`config.mk`:
```
export PLATFORM = sky130hd
export DESIGN_NAME = mem_port_arbiter
export DESIGN_NICKNAME = d
export VERILOG_FILES = /design/src/rtl/mem_port_arbiter.sv
export SDC_FILE = /design/constraint.sdc
export NUM_CORES = 1
export LEC_CHECK = 0
export CAP_MARGIN = 40
export CORE_UTILIZATION = 36
export CTS_BUF_LIST = sky130_fd_sc_hd__clkbuf_16
export DETAILED_ROUTE_END_ITERATION = 8
export PLACE_DENSITY = 0.87
export SKIP_LAST_GASP = 1
export SYNTH_ARGS = -nofsm -noshare
export SYNTH_HDL_FRONTEND = slang
export SYNTH_SLANG_ARGS = --single-unit
```
`constraint.sdc`:
```
create_clock -name clk -period 2.75 [get_ports clk]
set_clock_uncertainty 0.05 [all_clocks]
set_input_delay 0.4125 -clock clk [delete_from_list [all_inputs] [get_ports clk]]
set_output_delay 0.4125 -clock clk [all_outputs]
set_load 0.005 [all_outputs]
```
`src/rtl/mem_port_arbiter.sv`:
```
// N-port arbiter onto the single memory controller port: round-robin or fixed priority,
// requests latched at grant, 4-phase release. Optional read timeout under MEM_ARB_TIMEOUT_EN.
//
// state   | meaning
// IDLE    | no owner, arbitrating among active ports
// ISSUE   | winner latched, waiting for memory ready to strobe the command
// WAIT_RD | read strobed, waiting for memory read data (or timeout)
// RELEASE | completion signalled, holding grant until the winner drops its request
module mem_port_arbiter #(
    parameter int NUM_PORTS      = 3,
    parameter int ADDR_W         = 26,
    parameter int DATA_W         = 32,
    parameter int RR_MODE        = 1,
    parameter int TIMEOUT_CYCLES = 1024
) (
    input  logic                        clk,
    input  logic                        rst,
    input  logic [NUM_PORTS-1:0]        req_rd,
    input  logic [NUM_PORTS-1:0]        req_wr,
    input  logic [NUM_PORTS*ADDR_W-1:0] req_addr,
    input  logic [NUM_PORTS*2-1:0]      req_width,
    input  logic [NUM_PORTS*DATA_W-1:0] req_wr_data,
    output logic [NUM_PORTS-1:0]        rsp_rd_valid,
    output logic [NUM_PORTS-1:0]        rsp_wr_done,
    output logic [NUM_PORTS-1:0]        rsp_rd_err,
    output logic [DATA_W-1:0]           rsp_rd_data,
    output logic [NUM_PORTS-1:0]        grant,
    output logic                        mem_rd,
    output logic                        mem_wr,
    output logic [ADDR_W-1:0]           mem_addr,
    output logic [1:0]                  mem_data_width,
    output logic [DATA_W-1:0]           mem_wr_data,
    input  logic                        mem_rd_ready,
    input  logic                        mem_wr_ready,
    input  logic                        mem_rd_valid,
    input  logic [DATA_W-1:0]           mem_rd_data
);

    localparam int PW = $clog2(NUM_PORTS);

    typedef enum logic [1:0] {IDLE, ISSUE, WAIT_RD, RELEASE} state_t;

    state_t                state_q, state_d;
    logic [PW-1:0]         ptr_q, ptr_d;
    logic                  op_rd_q, op_rd_d;
    logic [NUM_PORTS-1:0]  grant_q, grant_d;
    logic                  mem_rd_q, mem_rd_d;
    logic                  mem_wr_q, mem_wr_d;
    logic [ADDR_W-1:0]     mem_addr_q, mem_addr_d;
    logic [1:0]            mem_width_q, mem_width_d;
    logic [DATA_W-1:0]     mem_wr_data_q, mem_wr_data_d;
    logic [NUM_PORTS-1:0]  rsp_rd_valid_q, rsp_rd_valid_d;
    logic [NUM_PORTS-1:0]  rsp_wr_done_q, rsp_wr_done_d;
    logic [DATA_W-1:0]     rsp_rd_data_q, rsp_rd_data_d;
`ifdef MEM_ARB_TIMEOUT_EN
    localparam int CW = $clog2(TIMEOUT_CYCLES + 1);
    logic [CW-1:0]         cnt_q, cnt_d;
    logic [NUM_PORTS-1:0]  rsp_rd_err_q, rsp_rd_err_d;
`endif

    logic [NUM_PORTS-1:0]  active;
    logic                  win_found;
    logic [PW-1:0]         win_idx;
    logic [PW-1:0]         idx;

    assign active = req_rd | req_wr;

    // Search starts just past the last winner in round-robin mode, at port 0 otherwise.
    always_comb begin
        win_found = 1'b0;
        win_idx   = '0;
        idx       = '0;
        for (int k = 1; k <= NUM_PORTS; k++) begin
            if (RR_MODE != 0) idx = PW'((int'(ptr_q) + k) % NUM_PORTS);
            else              idx = PW'(k - 1);
            if (!win_found && active[idx]) begin
                win_found = 1'b1;
                win_idx   = idx;
            end
        end
    end

    always_comb begin
        state_d        = state_q;
        ptr_d          = ptr_q;
        op_rd_d        = op_rd_q;
        grant_d        = grant_q;
        mem_addr_d     = mem_addr_q;
        mem_width_d    = mem_width_q;
        mem_wr_data_d  = mem_wr_data_q;
        rsp_rd_data_d  = rsp_rd_data_q;
        mem_rd_d       = 1'b0;
        mem_wr_d       = 1'b0;
        rsp_rd_valid_d = '0;
        rsp_wr_done_d  = '0;
`ifdef MEM_ARB_TIMEOUT_EN
        cnt_d          = cnt_q;
        rsp_rd_err_d   = '0;
`endif
        case (state_q)
            IDLE: begin
                if (win_found) begin
                    mem_addr_d    = req_addr[win_idx*ADDR_W +: ADDR_W];
                    mem_width_d   = req_width[win_idx*2 +: 2];
                    mem_wr_data_d = req_wr_data[win_idx*DATA_W +: DATA_W];
                    grant_d       = NUM_PORTS'(1) << win_idx;
                    op_rd_d       = req_rd[win_idx];
                    ptr_d         = win_idx;
                    state_d       = ISSUE;
                end
            end
            ISSUE: begin
                if (op_rd_q) begin
                    if (mem_rd_ready) begin
                        mem_rd_d = 1'b1;
                        state_d  = WAIT_RD;
`ifdef MEM_ARB_TIMEOUT_EN
                        cnt_d    = '0;
`endif
                    end
                end else if (mem_wr_ready) begin
                    mem_wr_d      = 1'b1;
                    rsp_wr_done_d = grant_q;
                    state_d       = RELEASE;
                end
            end
            WAIT_RD: begin
                if (mem_rd_valid) begin
                    rsp_rd_data_d  = mem_rd_data;
                    rsp_rd_valid_d = grant_q;
                    state_d        = RELEASE;
                end
`ifdef MEM_ARB_TIMEOUT_EN
                else if (cnt_q == CW'(TIMEOUT_CYCLES - 1)) begin
                    rsp_rd_data_d  = '1;
                    rsp_rd_valid_d = grant_q;
                    rsp_rd_err_d   = grant_q;
                    state_d        = RELEASE;
                end else begin
                    cnt_d = cnt_q + 1'b1;
                end
`endif
            end
            RELEASE: begin
                if ((grant_q & active) == '0) begin
                    grant_d = '0;
                    state_d = IDLE;
                end
            end
            default: state_d = IDLE;
        endcase
    end

    always_ff @(posedge clk) begin
        if (!rst) begin
            state_q        <= IDLE;
            ptr_q          <= PW'(NUM_PORTS - 1);
            op_rd_q        <= 1'b0;
            grant_q        <= '0;
            mem_rd_q       <= 1'b0;
            mem_wr_q       <= 1'b0;
            mem_addr_q     <= '0;
            mem_width_q    <= '0;
            mem_wr_data_q  <= '0;
            rsp_rd_valid_q <= '0;
            rsp_wr_done_q  <= '0;
            rsp_rd_data_q  <= '0;
`ifdef MEM_ARB_TIMEOUT_EN
            cnt_q          <= '0;
            rsp_rd_err_q   <= '0;
`endif
        end else begin
            state_q        <= state_d;
            ptr_q          <= ptr_d;
            op_rd_q        <= op_rd_d;
            grant_q        <= grant_d;
            mem_rd_q       <= mem_rd_d;
            mem_wr_q       <= mem_wr_d;
            mem_addr_q     <= mem_addr_d;
            mem_width_q    <= mem_width_d;
            mem_wr_data_q  <= mem_wr_data_d;
            rsp_rd_valid_q <= rsp_rd_valid_d;
            rsp_wr_done_q  <= rsp_wr_done_d;
            rsp_rd_data_q  <= rsp_rd_data_d;
`ifdef MEM_ARB_TIMEOUT_EN
            cnt_q          <= cnt_d;
            rsp_rd_err_q   <= rsp_rd_err_d;
`endif
        end
    end

    assign grant          = grant_q;
    assign mem_rd         = mem_rd_q;
    assign mem_wr         = mem_wr_q;
    assign mem_addr       = mem_addr_q;
    assign mem_data_width = mem_width_q;
    assign mem_wr_data    = mem_wr_data_q;
    assign rsp_rd_valid   = rsp_rd_valid_q;
    assign rsp_wr_done    = rsp_wr_done_q;
    assign rsp_rd_data    = rsp_rd_data_q;
`ifdef MEM_ARB_TIMEOUT_EN
    assign rsp_rd_err     = rsp_rd_err_q;
`else
    assign rsp_rd_err     = '0;
`endif

endmodule

```
# Word level (Yosys, flattened, before mapping)
# Index checks and enable logic that the tools add are counted.
[classes] order_cmp=4 eq_ne=8 n_mux=26 bitwise=5 n_mul=1 shift=4 n_reduce_logical=15 n_addsub=3 div=3
[op_table] op="modulo 32 x 3 -> 32 bit (second input constant)" count=3
[op_table] op="indexed part select 96 x 8 -> 32 bit" count=1
[op_table] op="indexed part select 78 x 8 -> 26 bit" count=1
[op_table] op="two-way mux 2 bit" count=9
[op_table] op="less-than comparator 2 x 3 -> 1 bit (second input constant)" count=4
[op_table] op="two-way mux 1 bit" count=9
[op_table] op="AND reduction 3 bit" count=3
[op_table] op="binary-select mux 1 bit (select 2 bit)" count=4
[op_table] op="case mux 2 bit (4 select lines)" count=1
[op_table] op="adder 2 x 2 -> 3 bit (second input constant)" count=2
[op_table] op="multiplier 2 x 4 -> 6 bit (second input constant)" count=1
[op_table] op="two-way mux 3 bit" count=2
[op_table] op="!= test 2 bit (second input constant)" count=3
[op_table] op="!= test 3 bit (second input constant)" count=2
[op_table] op="case mux 3 bit (2 select lines)" count=1
[op_table] op="indexed part select 6 x 4 -> 2 bit" count=1
[op_table] op="AND reduction 5 bit" count=1
[op_table] op="equality test 2 bit (second input constant)" count=2
[op_table] op="AND reduction 2 bit" count=2
[op_table] op="OR reduction 4 bit" count=1
[op_table] op="adder 2 x 1 -> 3 bit (second input constant)" count=1
[op_table] op="AND 3 bit" count=1
[op_table] op="zero test 3 bit" count=1
[op_table] op="NOT 1 bit" count=3
[op_table] op="other kinds (8)" count=10
[word_totals] elab_cells=81 ff_bits=108

# Depth between registers and ports, before layout
# Gate-level depths: netlist of run 1.
[logic_depth] word_depth=14 depth_mapped=12

# Worst setup path before layout of run 1
# No wires, ideal clock.
[synth_path] kind="flip-flop to flip-flop" from="register ptr_q[0]" to="register mem_wr_data_q[1], in the netlist mem_wr_data[1]" setup_time_ps=120 t_arrival_ps=2364 stages_incl_launch_ff=12 path_buffers=4 period_less_slack_ps=2534 path_slack_ps=216 path_cell_list="dfxtp_1 > inv_1 > ha_1 > buf_2 > a211oi_4 > and3b_1 > buf_2 > a211o_1 > buf_4 > buf_6 > a221oi_2 > nor2_1"
[synth_via] elab_chain_len=12 word_cells_on_any_way=24 cone_classes="3 x add/sub; 3 x div; 1 x shift; 12 x mux; 5 x reduce/logical"
[synth_lines] element="start, declared" line="44" source="logic [PW-1:0] ptr_q, ptr_d;"
[synth_lines] element="start signal, assigned" line="157" source="ptr_q <= PW'(NUM_PORTS - 1);"
[synth_lines] element="start signal, assigned" line="174" source="ptr_q <= ptr_d;"
[synth_lines] element="adder 2 x 1 -> 3 bit" line="74" source="if (RR_MODE != 0) idx = PW'((int'(ptr_q) + k) % NUM_PORTS);"
[synth_lines] element="modulo 32 x 3 -> 32 bit" line="74"
[synth_lines] element="binary-select mux 1 bit (select 2 bit)" line="76" source="if (!win_found && active[idx]) begin"
[synth_lines] element="two-way mux 1 bit (implied by the code)" line="76"
[synth_lines] element="two-way mux 1 bit" line="76"
[synth_lines] element="zero test 1 bit" line="76"
[synth_lines] element="logical AND 1 bit" line="76"
[synth_lines] element="two-way mux 1 bit" line="76"
[synth_lines] element="zero test 1 bit" line="76"
[synth_lines] element="logical AND 1 bit" line="76"
[synth_lines] element="two-way mux 2 bit / two-way mux 1 bit (equally long branches)" line="76"
[synth_lines] element="indexed part select 96 x 8 -> 32 bit / AND reduction 2 bit (equally long branches)"
[synth_lines] element="end signal, assigned" line="181" source="mem_wr_data_q <= mem_wr_data_d;"
[synth_lines] element="end, declared" line="51" source="logic [DATA_W-1:0] mem_wr_data_q, mem_wr_data_d;"
# Parallel ways exist; a longest one is shown, timed or not. The select of a mux whose other input is x is not followed.
# A chain may end at the register's enable or synchronous reset.

# Final worst setup path of run 1
[layout_path] from="input req_wr[2]" to="register mem_wr_data_q[25], in the netlist mem_wr_data[25]"
[layout_via] elab_chain_len=11 word_cells_on_any_way=19 cone_classes="1 x shift; 12 x mux; 1 x bitwise; 5 x reduce/logical"
[layout_lines] element="start, declared" line="19" source="input logic [NUM_PORTS-1:0] req_wr,"
[layout_lines] element="bitwise OR 3 bit (*)" line="66" source="assign active = req_rd | req_wr;"
[layout_lines] element="binary-select mux 1 bit (select 2 bit)" line="76"
[layout_lines] element="two-way mux 1 bit (implied by the code)" line="76"
[layout_lines] element="two-way mux 1 bit" line="76"
[layout_lines] element="zero test 1 bit" line="76"
[layout_lines] element="logical AND 1 bit" line="76"
[layout_lines] element="two-way mux 1 bit" line="76"
[layout_lines] element="zero test 1 bit" line="76"
[layout_lines] element="logical AND 1 bit" line="76"
[layout_lines] element="two-way mux 2 bit / two-way mux 1 bit (equally long branches)" line="76"
[layout_lines] element="indexed part select 96 x 8 -> 32 bit / AND reduction 2 bit (equally long branches)"
# Mark *: on every way between the ends. The rest lies on a longest branch, timed or not. The select of a mux whose other input is x is not followed.

==> flow_summary.toml, run 1 <==
[hold_path]
min_path_type = "primary input to flop"
whs_path_depth = 3

[detailed_routing]
drtIter0Drc = 315
dr_total_vias = 6889
firstDrtPassIters = 5
wl_per_cell_um = 18.9
post_drt_via_cell_ratio = 5.69
wirelength_um = 22800
drtAntennaViolNets = 0
drc = 0

[timing]
setup_viol = 0
post-route-period-util_pct = 93.1
worst_pin_slew_ps = 659
finalHoldViolations = 0
grt_setup_unrepaired = "false"
finalSetupTns_ps = 0
max_slew_margin_pct = 56.0
hold_slack_ps = 340
drv_slew = 0
fmax_ghz = 0.390
min_period_ps = 2560

[synth]
ys_seq_area_share_pct = 35.0
yosys-top-cells-area = "dfxtp_1 35%, a221oi_2 15%, o221ai_1 8.7%, a21o_1 7.5%, nor3b_1 7.5%"
yosys.area.top_type = "dfxtp_1"
yosys_warnings = 0
synth_area_um2 = 6180
synth_enable_flop_cells = 0
synth.most_common_cell = "dfxtp_1"
syn_inst = 676
async_flop_share_pct = 0
ys_seq_elements = 108
synth.top_cells.by_count = "108 x dfxtp_1, 70 x nand2_1, 70 x nor2_1"
synthDistinctLibCells = 47
avgSynthCellArea_um2 = 9.14
synth-main-ff-cell = "dfxtp_1"
yosys.area.top_type_share_pct = 35.0

[clock_network]
cts.sinks = 108
cts_inserted_buffers = 9
cts-root-buf = "clkbuf_16"
htreeDepth = 3
cts_tree = "built"
cts_buffer_depth = 2
clkTransAtPathRegs_ps = 80
cts_hold_buf = 0
clkLatencyLatePin_ps = 340

[layout]
drive_gt1_share_pct = 14.2
diodes = 0
fin_cells = 1210
area_delta_synth_final_pct = 65.7
fill_cells = 1398
nets = 1217

[setup_path]
r2r_cells = 10
critical_path_class = "primary input to flop"
worstPathArrival_ps = 2800
critical_path.max_fanout = 18
cp.required_ps = 2980
startpoint_type = "primary input"
worst_setup_path_end_kind = "flop"

[power_and_ir_drop]
combPwrFrac_pct = 70.8
ir_drop_mv = 0.795
leakagePower_nw = 3.94
power_mw = 12.0
p_int_mw = 6.65
seq_power_share_pct = 19.0
clockPowerShare_pct = 10.2
p_per_area_nw_per_um2 = 1170
p_sw_share_pct = 44.6
p_switching_mw = 5.36

[global_route]
grt_util_all_layers_pct = 25.5
grt_pass1_vias = 6904
grt_max_degree = 46
grt_pass1_wl_um = 35700
grt-ovfl-total = 0
antenna_found_initial = 1

[placed_design]
routabilityCongestion = 0.850
placed_cells = 1194
dp_hpwl_um = 16200
port_buffers = 325

[floorplan]
dieArea_um2 = 17700
coreArea_um2 = 16600
initial_core_util_pct = 37.1
ios = 329
rows = 47
die_h_um = 133
die_width_um = 133

[run_status]
outcome = "finished clean"

[run]
cap_violations = 0
power groups by stage:
stage | Combinational (mW) | Sequential (mW) | Clock, mW
final | 8.50 | 2.28 | 1.22
after global routing | 9.12 | 2.33 | 1.35
after CTS | 8.41 | 2.28 | 1.26
after detailed placement | 8.36 | 2.31 | 0
after global placement | 8.21 | 2.30 | 0
after floorplan | 5.28 | 2.30 | 0
per-stage QoR:
stage / utilization (%) / setup WS [ps] / area (um2)
4_1_cts: 61.3 / 41.7 / 10200
6_report: 61.5 / 189 / 10200
5_1_grt: 61.5 / 50.4 / 10200
3_3_place_gp: 59.7 / -147 / 9940
3_5_place_dp: 59.7 / -181 / 9940
2_1_floorplan: - / 216 / 6180
what timing repair did:
action,CTS,global route
resized for setup,0,6
hold endpoints to repair,0,0
setup endpoints to repair,0,62
buffers inserted,0,0
worst paths after layout:
kind | to | from | slack [ps]
worst min register to register | rsp_rd_data[22] | rsp_rd_data[22] | 400
worst max-delay path | mem_wr_data[25] | req_wr[2] | 190
worst max register to register | mem_wr_data[25] | ptr_q[0] | 240
worst min-delay path | mem_wr_data[7] | rst | 340
layer usage:
metal | wire length [um] | vias to the layer above | track usage (%)
li1 | - | 3199 | -
met1 | 8720 | 3283 | 28.9
met2 | 11400 | 346 | 43.9
met3 | 1980 | 59 | 7.20
met4 | 756 | 2 | 12.1
met5 | 15 | - | 0
flip-flops by register name, indices dropped and copies added, names as in the netlist, 3 cells and up:
signal        count
rsp_wr_done       3
rsp_rd_valid      3
rsp_rd_data      32
mem_wr_data      32
mem_addr         26
grant             3
cell usage in the layout (no fill, tap or decap), types with 9 or more instances in the layout:
master	instances
clkdlybuf4s50_1	324
dfxtp_1	108
nor2_1	70
nand2_1	69
a21o_1	62
nor3b_1	61
o221ai_1	61
a221oi_2	60
a21oi_1	34
buf_4	31
buf_12	16
clkbuf_16	9
area by class of cell:
type	count	area [um2]	area share (%)
Timing Repair Buffer	372	3800	37.1
Multi-Input combinational cell	486	3700	36.1
Sequential cell	108	2160	21.1
Tap cell	220	275	2.69
Clock buffer	9	225	2.20
Clock inverter	7	42.5	0.416
Inverter	8	30.0	0.293
cells by family (layout without fill, tap and decap cells):
kind of cell	count (synthesis)	count (layout)	synth area share (%)
mux	1	1	0.162
fa+ha+maj	9	9	1.82
compound gates	245	245	37.6
buf+inv	84	396	6.56
other cells	1	3	0.0607
simple gates	228	228	18.8
flops	108	108	35.0
worst max-delay path, stage by stage:
cell             delay [ps]
clkdlybuf4s50_1         490
nor2_1                  380
o2bb2ai_2               150
buf_4                   170
o41ai_4                 400
buf_4                   230
buf_12                  160
a21o_1                  140
o221ai_1                130
nor2_1                  130
(Power assumes the default switching activity.)
==> run 2: changes to the inputs <==
- REMOVE_ABC_BUFFERS: not set -> 1
==> run 2 against run 1 <==
Net effect: utilization shrank 0.34 points; register-to-register slack lost 130 ps; maximum frequency shrank 2.8%; hold slack gained 20 ps; flip-flop and latch count is the same; combinational power shrank 1%; routed wire length grew 3.1%.
==> flow_summary.toml, run 2 (same netlist as run 1, synthesis figures left out) <==
[setup_path]
r2r_cells = 9
crit_start = "ptr_q[1]"
worstPathArrival_ps = 2840
crit_chain = "inv_1 > ha_1 > buf_4 > a211oi_4 > and3b_2 > a211o_4 > buf_12 > a221oi_2 > nor2_1"
cp.required_ps = 2950
critical_path.max_fanout = 26
r2r-end = "mem_wr_data[6]"
critical_path_class = "flop to flop"
startpoint_type = "flop"
crit_path_top_delay_cell = "dfxtp_1"
ff2ff_setup_slack_ps = 110
timing.rr.start = "ptr_q[1]"
worst_setup_path_end_kind = "flop"
crit_end = "mem_wr_data[6]"
cpPeakStageDelay_ps = 390

[global_route]
grt-ovfl-total = 0
grt_pass1_vias = 6807
grt_pass1_wl_um = 36700
grt_max_degree = 64
grt_util_all_layers_pct = 26.2
antenna_found_initial = 1

[clock_network]
cts-root-buf = "clkbuf_16"
clkLatencyLatePin_ps = 360
post_cts_buffers = 0
cts_tree = "built"
cts_inserted_buffers = 9
cts_buffer_depth = 2
htreeDepth = 3
cts.sinks = 108
clkTransAtPathRegs_ps = 80

[floorplan]
dieArea_um2 = 17700
rows = 47
coreArea_um2 = 16600
die_width_um = 133
ios = 329
die_h_um = 133
initial_core_util_pct = 37.1

[placed_design]
routabilityCongestion = 0.861
placed_area_um2 = 9860
placed_cells = 1185
port_buffers = 325
dp_hpwl_um = 16700

[timing]
max_slew_margin_pct = 56.8
setup_viol = 0
drv_slew = 0
worst_pin_slew_ps = 647
fmax_ghz = 0.379
min_period_ps = 2640
finalHoldViolations = 0
post-route-period-util_pct = 95.9
hold_slack_ps = 360

[detailed_routing]
firstDrtPassIters = 4
wl_per_cell_um = 19.6
drc = 0
drtAntennaViolNets = 0
drtIter0Drc = 332
wirelength_um = 23500
dr_total_vias = 6775
post_drt_via_cell_ratio = 5.64

[power_and_ir_drop]
leakagePower_nw = 3.90
p_per_area_nw_per_um2 = 1180
power_mw = 12.0
ir_drop_mv = 0.957

[layout]
area_delta_synth_final_pct = 64.8
fin_area_um2 = 10200
final_cell_mix = "324 x clkdlybuf4s50_1, 108 x dfxtp_1, 70 x nor2_1, 69 x nand2_1"
fin_cells = 1202
drive_gt1_share_pct = 13.4
final_common_cell = "clkdlybuf4s50_1"
nets = 1208

[hold_path]
min_from = "rst"
min_path_type = "primary input to flop"

[run]
cap_violations = 0

[run_status]
outcome = "finished clean"
## run 2: area by class of cell
class	instances	area, um2
Clock inverter	7	68.8
Sequential cell	108	2160
Antenna cell	1	2.50
Fill cell	1410	6460
Timing Repair Buffer	363	3720
Inverter	8	30.0
Multi-Input combinational cell	486	3690
Tap cell	220	275
Clock buffer	9	225
## run 2: how the worst min path moves through the flow
stage                 endpoint  depth (start not counted)
3_5_place_dp    rsp_rd_data[1]                          2
5_1_grt           mem_addr[16]                          3
2_1_floorplan   rsp_rd_data[0]                          2
3_3_place_gp   rsp_rd_data[17]                          2
4_1_cts           mem_addr[16]                          3
6_report          mem_addr[16]                          3
## run 2: routing by layer
layer  part of all wire (%)  track usage (%)  up-vias
li1                       -                -     3168
met1                     39             29.7     3250
met2                     50             46.8      319
met3                    8.7             7.66       38
met4                    2.1             8.75        0
met5                      0                0        -
## run 2: stage by stage
step	setup TNS [ps]	setup slack [ps]	utilization [%]
after global placement	0	17.5	59.2
after CTS	0	77.5	61.0
final	0	114	61.2
after floorplan	-132810	-2210	-
after detailed placement	-2160	-78.8	59.2
after global routing	-304	-33.5	61.2
## run 2: worst max-delay path: cells and delay by family (launching register included)
family                     cells  cell delay, ps
AOI/OAI and AO/OA              3             960
buffers and inverters          3             480
DFF                            1             390
and+or+nand+nor                2             360
adders and majority gates      1             260
## run 2: report_power, final
part           total (mW)  internal, mW  leakage, nW  switching [mW]
registers            2.29          2.02        0.888           0.268
clock network        1.32         0.642        0.145           0.679
logic                8.39          3.90         2.87            4.49
total                12.0          6.57         3.90            5.43
## run 2: what timing repair did
item | in CTS | in global routing
gates resized for setup | 0 | 5
setup endpoints to repair | 0 | 64
hold buffers | 0 | 0
hold endpoints to repair | 0 | 0
==> run 3: changes to the inputs <==
- SLEW_MARGIN: not set -> 20
==> results of run 3 <==
Same layout as run 2: the final DEF is identical, and so are final timing and power.
